--- config.mk ---
export PLATFORM = sky130hd
export DESIGN_NAME = instr_fetch_flat
export DESIGN_NICKNAME = d
export VERILOG_FILES = /design/src/rtl/instr_fetch_if.sv /design/src/rtl/instr_fetch.sv /design/src/flat_wrapper.sv
export SDC_FILE = /design/constraint.sdc
export NUM_CORES = 1
export LEC_CHECK = 0
export BUFFER_PORTS_ARGS = -buffer_cell sky130_fd_sc_hd__buf_2
export CORE_AREA = 2 2 82 84
export CTS_BUF_LIST = sky130_fd_sc_hd__clkbuf_4 sky130_fd_sc_hd__clkbuf_8
export DETAILED_ROUTE_END_ITERATION = 10
export DIE_AREA = 0 0 84 86
export PLACE_DENSITY = 0.8
export SYNTH_ARGS = -nofsm -noshare
export SYNTH_HDL_FRONTEND = slang
export SYNTH_SLANG_ARGS = --single-unit
--- constraint.sdc ---
create_clock -name clk -period 2.3 [get_ports clk]
set_input_delay 0.345 -clock clk [delete_from_list [all_inputs] [get_ports clk]]
set_output_delay 0.345 -clock clk [all_outputs]
set_load 0.02 [all_outputs]
--- src/rtl/instr_fetch_if.sv ---
// instr_fetch_if: instruction-memory read port plus the fetch-to-decode handoff.
interface instr_fetch_if #(
    parameter int PC_W    = 16,
    parameter int INSTR_W = 16
);
    logic               imem_req;
    logic [PC_W-1:0]    imem_addr;
    logic               imem_ack;
    logic [INSTR_W-1:0] imem_rdata;
    logic               stall;
    logic               redirect;
    logic [PC_W-1:0]    redirect_pc;
    logic [INSTR_W-1:0] instr;
    logic [3:0]         opcode;
    logic [PC_W-1:0]    pc_out;
    logic               instr_valid;
    modport master (
        output imem_req, imem_addr, instr, opcode, pc_out, instr_valid,
        input  imem_ack, imem_rdata, stall, redirect, redirect_pc
    );
    modport slave (
        input  imem_req, imem_addr, instr, opcode, pc_out, instr_valid,
        output imem_ack, imem_rdata, stall, redirect, redirect_pc
    );
endinterface

--- src/rtl/instr_fetch.sv ---
// instr_fetch: PC holder issuing one imem read at a time and presenting the word to decode.
module instr_fetch #(
    parameter int              PC_W     = 16,
    parameter int              INSTR_W  = 16,
    parameter logic [PC_W-1:0] RESET_PC = '0
) (
    input logic            clk,
    input logic            rst,
    instr_fetch_if.master  bus
);
    typedef enum logic [1:0] {S_REQ, S_VALID, S_DROP} state_t;
    state_t             state_q, state_d;
    logic [PC_W-1:0]    pc_q, pc_d, pending_q, pending_d, pc_out_q, pc_out_d;
    logic [INSTR_W-1:0] instr_q, instr_d;
    logic               valid_q, valid_d;
    // pc_q is left untouched while draining in S_DROP, so it still names the in-flight address
    assign bus.imem_req    = !rst && state_q != S_VALID;
    assign bus.imem_addr   = pc_q;
    assign bus.instr       = instr_q;
    assign bus.opcode      = instr_q[INSTR_W-1 -: 4];
    assign bus.pc_out      = pc_out_q;
    assign bus.instr_valid = valid_q;
    always_comb begin
        state_d   = state_q;
        pc_d      = pc_q;
        pending_d = pending_q;
        pc_out_d  = pc_out_q;
        instr_d   = instr_q;
        valid_d   = valid_q;
        case (state_q)
            S_REQ: begin
                if (bus.imem_ack && bus.redirect) begin
                    pc_d = bus.redirect_pc;
                end else if (bus.imem_ack) begin
                    instr_d  = bus.imem_rdata;
                    pc_out_d = pc_q;
                    pc_d     = pc_q + PC_W'(1);
                    valid_d  = 1'b1;
                    state_d  = S_VALID;
                end else if (bus.redirect) begin
                    pending_d = bus.redirect_pc;
                    state_d   = S_DROP;
                end
            end
            S_VALID: begin
                if (bus.redirect) begin
                    valid_d = 1'b0;
                    pc_d    = bus.redirect_pc;
                    state_d = S_REQ;
                end else if (!bus.stall) begin
                    valid_d = 1'b0;
                    state_d = S_REQ;
                end
            end
            S_DROP: begin
                pending_d = bus.redirect ? bus.redirect_pc : pending_q;
                if (bus.imem_ack) begin
                    pc_d    = bus.redirect ? bus.redirect_pc : pending_q;
                    state_d = S_REQ;
                end
            end
            default: state_d = S_REQ;
        endcase
    end
    always_ff @(posedge clk) begin
        if (rst) begin
            state_q   <= S_REQ;
            pc_q      <= RESET_PC;
            pending_q <= '0;
            pc_out_q  <= '0;
            instr_q   <= '0;
            valid_q   <= 1'b0;
        end else begin
            state_q   <= state_d;
            pc_q      <= pc_d;
            pending_q <= pending_d;
            pc_out_q  <= pc_out_d;
            instr_q   <= instr_d;
            valid_q   <= valid_d;
        end
    end
endmodule

--- src/flat_wrapper.sv ---
// flat-port wrapper written by rule: the top's interface ports become plain ports
module instr_fetch_flat 
#(
    parameter int              PC_W     = 16,
    parameter int              INSTR_W  = 16,
    parameter logic [PC_W-1:0] RESET_PC = '0
)
  (clk, rst, bus_imem_req, bus_imem_addr, bus_instr, bus_opcode, bus_pc_out, bus_instr_valid, bus_imem_ack, bus_imem_rdata, bus_stall, bus_redirect, bus_redirect_pc);
  instr_fetch_if #(.PC_W(PC_W), .INSTR_W(INSTR_W)) bus_i ();
  input logic clk;
  input logic rst;
  output wire logic [$bits(bus_i.imem_req)-1:0] bus_imem_req;
  output wire logic [$bits(bus_i.imem_addr)-1:0] bus_imem_addr;
  output wire logic [$bits(bus_i.instr)-1:0] bus_instr;
  output wire logic [$bits(bus_i.opcode)-1:0] bus_opcode;
  output wire logic [$bits(bus_i.pc_out)-1:0] bus_pc_out;
  output wire logic [$bits(bus_i.instr_valid)-1:0] bus_instr_valid;
  input wire logic [$bits(bus_i.imem_ack)-1:0] bus_imem_ack;
  input wire logic [$bits(bus_i.imem_rdata)-1:0] bus_imem_rdata;
  input wire logic [$bits(bus_i.stall)-1:0] bus_stall;
  input wire logic [$bits(bus_i.redirect)-1:0] bus_redirect;
  input wire logic [$bits(bus_i.redirect_pc)-1:0] bus_redirect_pc;
  assign bus_imem_req = bus_i.imem_req;
  assign bus_imem_addr = bus_i.imem_addr;
  assign bus_instr = bus_i.instr;
  assign bus_opcode = bus_i.opcode;
  assign bus_pc_out = bus_i.pc_out;
  assign bus_instr_valid = bus_i.instr_valid;
  assign bus_i.imem_ack = bus_imem_ack;
  assign bus_i.imem_rdata = bus_imem_rdata;
  assign bus_i.stall = bus_stall;
  assign bus_i.redirect = bus_redirect;
  assign bus_i.redirect_pc = bus_redirect_pc;
  instr_fetch #(.PC_W(PC_W), .INSTR_W(INSTR_W), .RESET_PC(RESET_PC)) u_core (.clk(clk), .rst(rst), .bus(bus_i));
endmodule
Word-level counts from Yosys, hierarchy flattened
Index checks and enable logic that the tools add are counted.
- register bits after elaboration: 67
- output and inout bits: 54
- input port bits: 37
- word-level logic and storage cells: 52
- equal/unequal tests: 11
- reductions and logical operators: 12
- add/subtract/negate cells: 1
- bitwise gates (word level): 1
- mux-type cells: 21
- operator list (cell ; count):
    2-to-1 mux 16 bit ; 7
    one-hot mux 16 bit (3 select lines) ; 1
    one-hot mux 16 bit (2 select lines) ; 1
    adder 16 x 1 -> 16 bit (second input constant) ; 1
    2-to-1 mux 2 bit ; 6
    AND reduction 4 bit ; 3
    inequality test 2 bit (second input constant) ; 5
    inequality test 3 bit (second input constant) ; 2
    one-hot mux 2 bit (3 select lines) ; 1
    AND reduction 3 bit ; 2
    2-to-1 mux 1 bit ; 4
    nonzero test 2 bit ; 2
    inequality test 3 x 2 -> 1 bit (second input constant) ; 1
    nonzero test 3 bit ; 1
    == test 2 x 1 -> 1 bit (second input constant) ; 1
    == test 2 bit (second input constant) ; 1
    logical AND 1 bit ; 2
    zero test 2 bit ; 1
    inequality test 2 x 1 -> 1 bit (second input constant) ; 1
    one-hot mux 1 bit (2 select lines) ; 1
    zero test 1 bit ; 1
    NOT 1 bit ; 1

Depth between registers and ports, before layout
Gate-level depths: netlist of run 1.
- depth in word-level cells: 4
- gate-level depth with buffers: 9
- mapped depth without buffers: 7

Worst setup path after synthesis of run 1
Ideal clock, no wire load.
- path kind: reg2reg
- start point: register u_core.state_q[0]
- end point: register u_core.pc_q[1], in the netlist u_core.bus.imem_addr[1]
- slack: 0.370 ns
- arrival: 1.799 ns
- stages on the path, launching flop included: 10
- clock period less this slack: 1.930 ns
- cell sequence: dfxtp_1 inv_1 ha_1 buf_2 o21ba_1 or3_1 buf_2 buf_2 a211oi_1 nor3_1
- cells in the longest elaborated chain, start to end: 3
- elaborated cells on any way between the ends: 9
- those cells by class: 5 x eq/ne; 1 x mux; 3 x reduce/logical
- ends and longest elaborated chain (item ; RTL line ; text):
    start, declared ; instr_fetch.sv:12 ; state_t state_q, state_d;
    start signal, assigned ; instr_fetch.sv:74 ; state_q <= state_d;
    == test 2 x 1 -> 1 bit (tied with other cells) ; instr_fetch.sv:30 ; case (state_q)
    inequality test 2 bit (no line) (tied with other cells) ; - ;
    AND reduction 4 bit (no line) ; - ;
    end signal, assigned ; instr_fetch.sv:75 ; pc_q <= pc_d;
    end, declared ; instr_fetch.sv:13 ; logic [PC_W-1:0] pc_q, pc_d, pending_q, pending_d, pc_out_q, pc_out_d;
Several ways; a longest one is shown, not always the timed one.
A chain may end at the register's enable or synchronous reset.

Final worst setup path of run 1
- start point: register u_core.state_q[0]
- end point: register u_core.pc_q[9], in the netlist u_core.bus.imem_addr[9]
The elaborated chain is that of the path after synthesis.

==> results.md, run 1 <==
* Status: completed
* Worst vdd rail ir drop at 0.468 mV
* Port Buf Inserts at 90
* Psw at 966 uW
* Sw frac at 0.328
* CP Launch Point: u_core.state_q[0]$_SDFFE_PP0P_
* FF-to-FF setup slack at 0.18 ns
* Met3 usage at 0.0491
* CTS tree: yes
* Global Route Usage Sum at 0.234
* Crit path kind: register to register
* Synth-to-Final Area Change at 20.9%
* Final Setup Violations at 0
* Sequential power share at 0.449
* Mean number of vias per cell at 5.75
* First-pass GRT wire length at 13800 um
* Worst min path class: primary input to register
* Initial antenna violation count at 0
* Hold EP: u_core.bus.instr[14]$_SDFFE_PP0P_
* RR Endpoint: u_core.bus.imem_addr[9]$_SDFFE_PP0P_
* Synth unique cells at 54
* Hold path depth at 3
* Die width at 84 um
* Static leakage at 1.77 nW
* Sink Count at 67
* Crit share post-route at 0.922
* Clock transition at path regs at 0.07 ns
* Part of the Yosys area used for sequential elements at 0.407
* Syn Area/Cell at 7.86 um2
* H-tree depth at 3
* Clock skew at 0.00577 ns
* Initial Util at 0.525
* Worst Hold Launch: bus_imem_rdata[14]
* Vias in the first global route at 2868
* Routed Antenna Nets at 0
* Via count at 3331
* Antenna cells at 0
* Row count at 29
* Most frequent cells in the layout: buf_2 (90), nand2_1 (79), dfxtp_1 (67), a21oi_1 (53), nor2_1 (43)
* Num CTS Buffers at 9
* Met2 Track Usage GR at 0.358
* Routability cong. at 0.862
* Grt met1 use at 0.330
* Nets at 539
* Starting DRT DRC Count at 240
* Num ports at 91
* FFs w/ async S/R, synth at 0
* Die Area at 7220 um2
* Fin Setup TNS at 0 ns
* Max Fclk at 472 MHz
* Final worst path period need at 2.12 ns
* WL final at 8540 um
* Mapped Area at 3290 um2
* Core Box Area at 6280 um2
* Layout cells sized above 1 at 0.257
* CP startpoint kind: register
* Part of the power in the clock network at 0.309
* 1st-pass router iterations at 6
* Pwr Density at 739 nW/um2
* Residual DRC count at 0
* Max Root-Sink Buffers at 2
* Worst Path Required at 2.50 ns
* FF-to-FF path depth at 7
* Worst Path Arrival at 2.32 ns
* Critical R2R Launch: u_core.state_q[0]$_SDFFE_PP0P_
* Final slew viol count at 0
* Max_slew headroom at 0.542
* WL/cell at 14.8 um
* Synth warn at 0
* Critical Path Sink Type: register
* Largest net degree at the start of global routing at 34
* Root Buffer Master: clkbuf_8
* Mapped Cells at 419
* DIE HEIGHT at 86 um
* Grt peak-use layer: met2
* Int Pwr at 1.98 mW
* Placed insts at 563
* Global route overflow at 0
* Most common cell after layout, fill and taps aside: buf_2
* Seq cells post-synth at 67
* Post-synth EDFFs at 0
* Final hold vios at 0
* Synth Net Count at 461
* Setup bufs post-CTS at 0
* Max cap viols at 0
* Final HPWL DP at 6000 um
* Slew @ Worst Pin at 0.681 ns
* Logic pwr share at 0.242
* Final cell count without fillers at 579
* Ys flop type: dfxtp_1
* Clock Latency Late Sink at 0.34 ns
* Crit-path max FO at 14
==> layer usage <==
| metal | vias to the layer above | part of all wire |
|---|---|---|
| met5 | - | 0 |
| met1 | 1536 | 0.45 |
| met3 | 19 | 0.081 |
| li1 | 1616 | - |
| met2 | 160 | 0.46 |
| met4 | 0 | 0.017 |
==> critical path, stage by stage (launching register included) <==
cell      delay [ns]
dfxtp_1         0.38
inv_1           0.08
ha_1            0.29
a21o_1          0.37
a221oi_1        0.44
nor4_1          0.10
o21ai_0         0.21
a21oi_1         0.09
==> cells by family (layout without fill, tap and decap cells) <==
family,after synthesis,after routing,share of synthesized area
compound gates,109,109,0.212
xor+xnor,8,8,0.0213
fa+ha+maj,5,5,0.0190
buf+inv,46,129,0.0619
flops,67,67,0.407
mux,21,21,0.0650
simple gates,163,163,0.214
==> synth_stat cells, types with 4 or more instances <==
master	instances	area, um2
nand2_1	79	297
dfxtp_1	67	1340
a21oi_1	53	265
nor2_1	44	165
clkbuf_1	20	75.1
mux2i_1	18	180
nor3_1	12	60.1
inv_1	10	37.5
o21ai_0	10	50.1
buf_2	9	45.0
nand3_1	8	40.0
a221oi_1	6	52.6
a22oi_1	6	45.0
a2bb2oi_1	5	43.8
buf_4	5	37.5
ha_1	5	62.6
a211oi_1	4	30.0
xnor2_1	4	35.0
xor2_1	4	35.0
==> registers in the layout, summed over array words and instances, names as in the netlist <==
signal and cells:
u_core.bus.imem_addr 16, u_core.bus.instr_valid 1, u_core.bus.instr 16, u_core.bus.pc_out 16, u_core.state_q 2, u_core.pending_q 16
==> final cells by class <==
cell class                 instances  area (um2)
clock buffer                      12         159
clock inverter                     4        25.0
fill                             588        2300
inverter                          10        37.5
multi-input combinational        306        1760
sequential                        67        1340
tap                               77        96.3
timing repair buffer             103         561
==> per-stage QoR <==
stage / utilization / setup WS, ns / instance area, um2 / hold WS, ns / total power [mW]
after global routing: 0.634 / -0.00270 / 3980 / 0.230 / 3.08
after global placement: 0.603 / 0.171 / 3790 / 0.439 / 2.02
after detailed placement: 0.603 / 0.0621 / 3790 / 0.444 / 2.04
final: 0.634 / 0.180 / 3980 / 0.237 / 2.94
after CTS: 0.632 / 0.0322 / 3970 / 0.231 / 2.94
after floorplan: - / 0.370 / 3290 / 0.459 / 1.82
==> worst max-delay path by stage <==
stage                                       endpoint  slack (ns)  depth (start not counted)
3_5_place_dp   u_core.bus.imem_addr[12]$_SDFFE_PP0P_        0.06                          7
4_1_cts        u_core.bus.imem_addr[12]$_SDFFE_PP0P_        0.03                          7
3_3_place_gp    u_core.bus.imem_addr[6]$_SDFFE_PP0P_        0.17                          6
6_report        u_core.bus.imem_addr[9]$_SDFFE_PP0P_        0.18                          7
5_1_grt        u_core.bus.imem_addr[11]$_SDFFE_PP0P_      -0.003                          7
2_1_floorplan   u_core.bus.imem_addr[1]$_SDFFE_PP0P_        0.37                          9
==> power groups by stage <==
stage	Combinational, mW	Sequential (mW)	Clock [mW]
floorplan	0.417	1.40	0
global placement	0.682	1.34	0
detailed placement	0.697	1.35	0
CTS	0.700	1.32	0.923
global route	0.777	1.33	0.972
finish	0.711	1.32	0.910
==> repair_timing <==
item | CTS | global route
endpoints found under the setup margin | 0 | 5
resized for setup | 0 | 2
hold buffers | 0 | 0
Note: power is estimated with default switching activity, not from simulation.
==> inputs of run 2 (changes only) <==
--- a/config.mk
+++ b/config.mk
@@ -10,7 +10,7 @@
 export CTS_BUF_LIST = sky130_fd_sc_hd__clkbuf_4 sky130_fd_sc_hd__clkbuf_8
 export DETAILED_ROUTE_END_ITERATION = 10
 export DIE_AREA = 0 0 84 86
-export PLACE_DENSITY = 0.8
+export PLACE_DENSITY_LB_ADDON = 0.3
 export SYNTH_ARGS = -nofsm -noshare
 export SYNTH_HDL_FRONTEND = slang
 export SYNTH_SLANG_ARGS = --single-unit
==> run 2 against run 1 <==
Register-to-register slack improved by 0.04 ns. Clock skew up 0.0021 ns. Final area shrank 0.79%. Final cell count fell by 0.17%. Maximum frequency grew 1.9%. Non-clock buffer count is 1 lower. Sequential cell count stayed put. Via count is 3.9% lower. First-iteration DRC count rose by 33%. Combinational power fell by 2%. Clock power is 5.4% lower. Critical path type unchanged.
==> results.md, run 2 (synthesis gave the netlist of run 1 again) <==
* Residual DRC count at 0 (unchanged)
* Routability cong. at 0.929 (was 0.862)
* First-pass GRT wire length at 13600 um (was 13800 um)
* Synth-to-Final Area Change at 19.9% (was 20.9%)
* Crit share post-route at 0.905 (was 0.922)
* Starting DRT DRC Count at 318 (was 240)
* Die width at 84 um (unchanged)
* Crit-path max FO at 11 (was 14)
* WL final at 8200 um (was 8540 um)
* Pwr Density at 728 nW/um2 (was 739 nW/um2)
* Die Area at 7220 um2 (unchanged)
* Num CTS Buffers at 9 (unchanged)
* Worst min path class: primary input to register (unchanged)
* H-tree depth at 3 (unchanged)
* Global Route Usage Sum at 0.231 (was 0.234)
* Layout cells sized above 1 at 0.255 (was 0.257)
* Most common cell after layout, fill and taps aside: buf_2 (unchanged)
* Initial antenna violation count at 0 (unchanged)
* Grt peak-use layer: met2 (unchanged)
* Setup bufs post-CTS at 0 (unchanged)
* CP max-delay cell: a221oi_1 (unchanged)
* Top delay family on crit path: compound AO/OA/AOI/OAI gates (unchanged)
* Clock transition at path regs at 0.07 ns (about the same)
* Max cap viols at 0 (unchanged)
* FF-to-FF setup slack at 0.22 ns (was 0.18 ns)
* Initial Util at 0.525 (unchanged)
* Vias in the first global route at 2888 (was 2868)
* Power after layout at 2.88 mW (was 2.94 mW)
* Mean number of vias per cell at 5.54 (was 5.75)
* Row count at 29 (unchanged)
* Static leakage at 1.75 nW (was 1.77 nW)
* Met3 usage at 0.0587 (was 0.0491)
* Final Setup Violations at 0 (unchanged)
* Met2 Track Usage GR at 0.347 (was 0.358)
* Grt met1 use at 0.322 (was 0.330)
* Global route overflow at 0 (unchanged)
* Clock Latency Late Sink at 0.34 ns (about the same)
* Worst vdd rail ir drop at 0.455 mV (was 0.468 mV)
* Final slew viol count at 0 (unchanged)
* Status: completed (unchanged)
* Port Buf Inserts at 90 (unchanged)
* Fillcell total at 585 (was 588)
* 1st-pass router iterations at 4 (was 6)
* Largest net degree at the start of global routing at 33 (was 34)
* Worst Path Arrival at 2.28 ns (was 2.32 ns)
* Sink Count at 67 (unchanged)
* Max_slew headroom at 0.598 (was 0.542)
* CP bufs+invs at 2 (was 1)
* Worst Path Required at 2.50 ns (about the same)
* DIE HEIGHT at 86 um (unchanged)
* Clock skew at 0.00783 ns (was 0.00577 ns)
* Routed Antenna Nets at 0 (unchanged)
* Antenna cells at 0 (unchanged)
* Fin Setup TNS at 0 ns (unchanged)
* Root Buffer Master: clkbuf_8 (unchanged)
* CTS tree: yes (unchanged)
* Nets at 538 (was 539)
* Crit path kind: register to register (unchanged)
* CP startpoint kind: register (unchanged)
* Critical Path Sink Type: register (unchanged)
* RSZ-0062 raised after global routing: no
* Crit-path cells: inv_1, ha_1, nor2b_1, buf_4, a221oi_1, nor3b_1, o21ai_0, a21oi_1 (was inv_1, ha_1, a21o_1, a221oi_1, nor4_1, o21ai_0, a21oi_1)
* Most frequent cells in the layout: buf_2 (90), nand2_1 (79), dfxtp_1 (67), a21oi_1 (53), nor2_1 (43) (unchanged)
* Final HPWL DP at 5860 um (was 6000 um)
* Final hold vios at 0 (unchanged)
* Final worst path period need at 2.08 ns (was 2.12 ns)
* Max Fclk at 480 MHz (was 472 MHz)
* Slowest Stage Delay on Critical Path at 0.44 ns (about the same)
* Core Box Area at 6280 um2 (unchanged)
* Num ports at 91 (unchanged)
* Max Root-Sink Buffers at 2 (unchanged)
* Via count at 3200 (was 3331)
* WL/cell at 14.2 um (was 14.8 um)
* Slew @ Worst Pin at 0.603 ns (was 0.681 ns)
-- run 2: cell types whose count changed in the layout (fill, tap and decap cells not counted) --
cell        before  now
buf_12           1    0
clkbuf_4         1    0
clkbuf_8        11   10
clkinv_4         0    1
clkinvlp_4       2    3
nor3_2           0    1
nor3_4           1    0
-- run 2: worst paths after layout --
check                                                      start                                    to  depth (start not counted)
worst max-delay path              u_core.state_q[0]$_SDFFE_PP0P_  u_core.bus.imem_addr[9]$_SDFFE_PP0P_                          8
worst min-delay path                           bus_imem_rdata[9]      u_core.bus.instr[9]$_SDFFE_PP0P_                          3
worst max register to register    u_core.state_q[0]$_SDFFE_PP0P_  u_core.bus.imem_addr[9]$_SDFFE_PP0P_                          8
worst min register to register  u_core.bus.instr[2]$_SDFFE_PP0P_      u_core.bus.instr[2]$_SDFFE_PP0P_                          2
-- run 2: timing repair --
| action | CTS | global route |
|---|---|---|
| hold buffers | 0 | 0 |
| resized for setup | 0 | 1 |
| endpoints found under the setup margin | 0 | 5 |
-- run 2: metal layers --
layer,part of all wire,routed length (um)
met1,0.46,3780
met2,0.46,3740
met3,0.073,601
met4,0.0093,76
met5,0,0
-- run 2: layout make-up --
type                            count  area [um2]  area share
Multi-Input combinational cell    306        1760       0.444
Timing Repair Buffer              102         541       0.137
Sequential cell                    67        1340       0.340
Clock buffer                       10         138      0.0348
Clock inverter                      6        41.3      0.0105
Tap cell                           77        96.3      0.0244
Inverter                           10        37.5     0.00950
-- run 2: stage by stage --
step	area, um2	hold slack [ns]	cells	worst slack [ns]	utilization
after floorplan	3290	0.459	419	0.370	-
after global placement	3770	0.438	562	0.176	0.600
after detailed placement	3770	0.443	562	0.0997	0.600
after CTS	3950	0.221	578	0.0911	0.628
after global routing	3950	0.228	578	0.0237	0.629
final	3950	0.237	578	0.218	0.629
-- run 2: worst min-delay path: stages --
cell,delay (ns)
buf_2,0.09
nand2_1,0.04
a21oi_1,0.05
-- run 2: power breakdown --
part	switching [mW]	total (mW)	internal (mW)
Clock	0.444	0.861	0.417
Sequential	0.0808	1.32	1.24
Combinational	0.425	0.694	0.269
Total	0.949	2.88	1.93
==> inputs of run 3 (changes only) <==
--- a/config.mk
+++ b/config.mk
@@ -11,6 +11,7 @@
 export DETAILED_ROUTE_END_ITERATION = 10
 export DIE_AREA = 0 0 84 86
 export PLACE_DENSITY_LB_ADDON = 0.3
+export REMOVE_ABC_BUFFERS = 1
 export SYNTH_ARGS = -nofsm -noshare
 export SYNTH_HDL_FRONTEND = slang
 export SYNTH_SLANG_ARGS = --single-unit
==> run 3 against run 2 <==
Critical path depth unchanged. Utilization increased by 1.3 points. Final cell count increased by 1.4%. Largest cell class unchanged. Die area unchanged. Non-clock buffer count increased by 8. Via count increased by 2.0%. Sequential power about the same.
==> results.md, run 3 (synthesis gave the netlist of run 1 again) <==
* Vias in the first global route at 2847 (was 2888)
* Slowest Stage Delay on Critical Path at 0.39 ns (was 0.44 ns)
* Clock Latency Late Sink at 0.34 ns (about the same)
* First-pass GRT wire length at 13400 um (was 13600 um)
* Initial Util at 0.525 (unchanged)
* Clock skew at 0.00920 ns (was 0.00783 ns)
* Final slew viol count at 0 (unchanged)
* Worst vdd rail ir drop at 0.470 mV (was 0.455 mV)
* Routed Antenna Nets at 0 (unchanged)
* Fin Setup TNS at 0 ns (unchanged)
* CP max-delay cell: dfxtp_1 (was a221oi_1)
* Row count at 29 (unchanged)
* Pwr Density at 754 nW/um2 (was 728 nW/um2)
* Sink Count at 67 (unchanged)
* 1st-pass router iterations at 5 (was 4)
* CTS tree: yes (unchanged)
* Slew @ Worst Pin at 0.597 ns (was 0.603 ns)
* Final HPWL DP at 5910 um (was 5860 um)
* DIE HEIGHT at 86 um (unchanged)
* Initial antenna violation count at 0 (unchanged)
* Global route overflow at 0 (unchanged)
* Die width at 84 um (unchanged)
* Starting DRT DRC Count at 205 (was 318)
* Crit-path cells: inv_1, ha_1, o21ba_1, or3_1, buf_4, nor2_1, o311ai_0, o21ai_1 (was inv_1, ha_1, nor2b_1, buf_4, a221oi_1, nor3b_1, o21ai_0, a21oi_1)
* Critical Path Sink Type: register (unchanged)
* Final worst path period need at 2.15 ns (was 2.08 ns)
* Die Area at 7220 um2 (unchanged)
* Num ports at 91 (unchanged)
* Post-cts repair resize count at 0 (unchanged)
* Max Fclk at 465 MHz (was 480 MHz)
* Crit share post-route at 0.935 (was 0.905)
* Root Buffer Master: clkbuf_8 (unchanged)
* Residual DRC count at 0 (unchanged)
* Antenna cells at 0 (unchanged)
* Clock transition at path regs at 0.08 ns (was 0.07 ns)
* Final Setup Violations at 0 (unchanged)
* Synth-to-Final Area Change at 22.3% (was 19.9%)
* Mean number of vias per cell at 5.57 (was 5.54)
* Worst min path class: primary input to register (unchanged)
* Hold slack at 0.239 ns (was 0.237 ns)
* Max cap viols at 0 (unchanged)
* Layout cells sized above 1 at 0.265 (was 0.255)
* Static leakage at 1.81 nW (was 1.75 nW)
* Setup bufs post-CTS at 0 (unchanged)
* Largest net degree at the start of global routing at 33 (unchanged)
* H-tree depth at 3 (unchanged)
* RSZ-0062 raised after global routing: no (unchanged)
* Top delay family on crit path: compound AO/OA/AOI/OAI gates (unchanged)
* Max_slew headroom at 0.599 (was 0.598)
* CP bufs+invs at 2 (unchanged)
* Max Root-Sink Buffers at 2 (unchanged)
* Port Buf Inserts at 90 (unchanged)
* Crit-path max FO at 17 (was 11)
* Via count at 3265 (was 3200)
* Most frequent cells in the layout: buf_2 (90), nand2_1 (79), dfxtp_1 (67), a21oi_1 (53), nor2_1 (43) (unchanged)
* WL/cell at 14.3 um (was 14.2 um)
* Power after layout at 3.04 mW (was 2.88 mW)
* Worst Path Arrival at 2.43 ns (was 2.28 ns)
* Crit path kind: register to register (unchanged)
* Num CTS Buffers at 9 (unchanged)
* WL final at 8390 um (was 8200 um)
* Final hold vios at 0 (unchanged)
* Most common cell after layout, fill and taps aside: buf_2 (unchanged)
* CP startpoint kind: register (unchanged)
* Post-cts hold buffer count at 0 (unchanged)
* Core Box Area at 6280 um2 (unchanged)
* Routability cong. at 0.867 (was 0.929)
* Global Route Usage Sum at 0.232 (was 0.231)
* Worst Path Required at 2.58 ns (was 2.50 ns)
* Status: completed (unchanged)
* Nets at 546 (was 538)
## run 3: stage by stage
step / utilization / std cells / instance area (um2) / setup slack, ns
after detailed placement: 0.610 / 570 / 3830 / 0.209
after global routing: 0.642 / 586 / 4030 / 0.0168
after floorplan: - / 383 / 3130 / 0.197
after global placement: 0.610 / 570 / 3830 / 0.314
after CTS: 0.642 / 586 / 4030 / 0.191
final: 0.642 / 586 / 4030 / 0.150
## run 3: worst paths after layout
| check | from | end | slack, ns | depth (start not counted) |
|---|---|---|---|---|
| setup reg to reg | u_core.state_q[0]$_SDFFE_PP0P_ | u_core.bus.imem_addr[12]$_SDFFE_PP0P_ | 0.15 | 8 |
| hold reg to reg | u_core.bus.pc_out[13]$_SDFFE_PP0P_ | u_core.bus.pc_out[13]$_SDFFE_PP0P_ | 0.45 | 2 |
| setup / recovery | u_core.state_q[0]$_SDFFE_PP0P_ | u_core.bus.imem_addr[12]$_SDFFE_PP0P_ | 0.15 | 8 |
| hold / removal | bus_imem_rdata[7] | u_core.bus.instr[7]$_SDFFE_PP0P_ | 0.24 | 3 |
## run 3: where the power goes
| group | switching (mW) | leakage [nW] | total, mW | internal (mW) |
|---|---|---|---|---|
| sequential | 0.0795 | 0.546 | 1.32 | 1.24 |
| combinational | 0.435 | 1.16 | 0.723 | 0.289 |
| clock | 0.465 | 0.102 | 0.995 | 0.530 |
## run 3: layout make-up
class,count,area [um2]
fill,580,2250
clock inverter,6,65.1
multi-input combinational,306,1750
sequential,67,1340
tap,77,96.3
timing repair buffer,110,601
inverter,10,37.5
clock buffer,10,138
## run 3: metal layers
layer,routed length (um),GRT usage
met5,0,0
met4,66,0.0894
met3,676,0.0481
met2,3820,0.373
met1,3830,0.307
## run 3: worst min-delay path, stage by stage
cell,delay [ns]
buf_2,0.09
nand2_1,0.05
a21oi_1,0.05
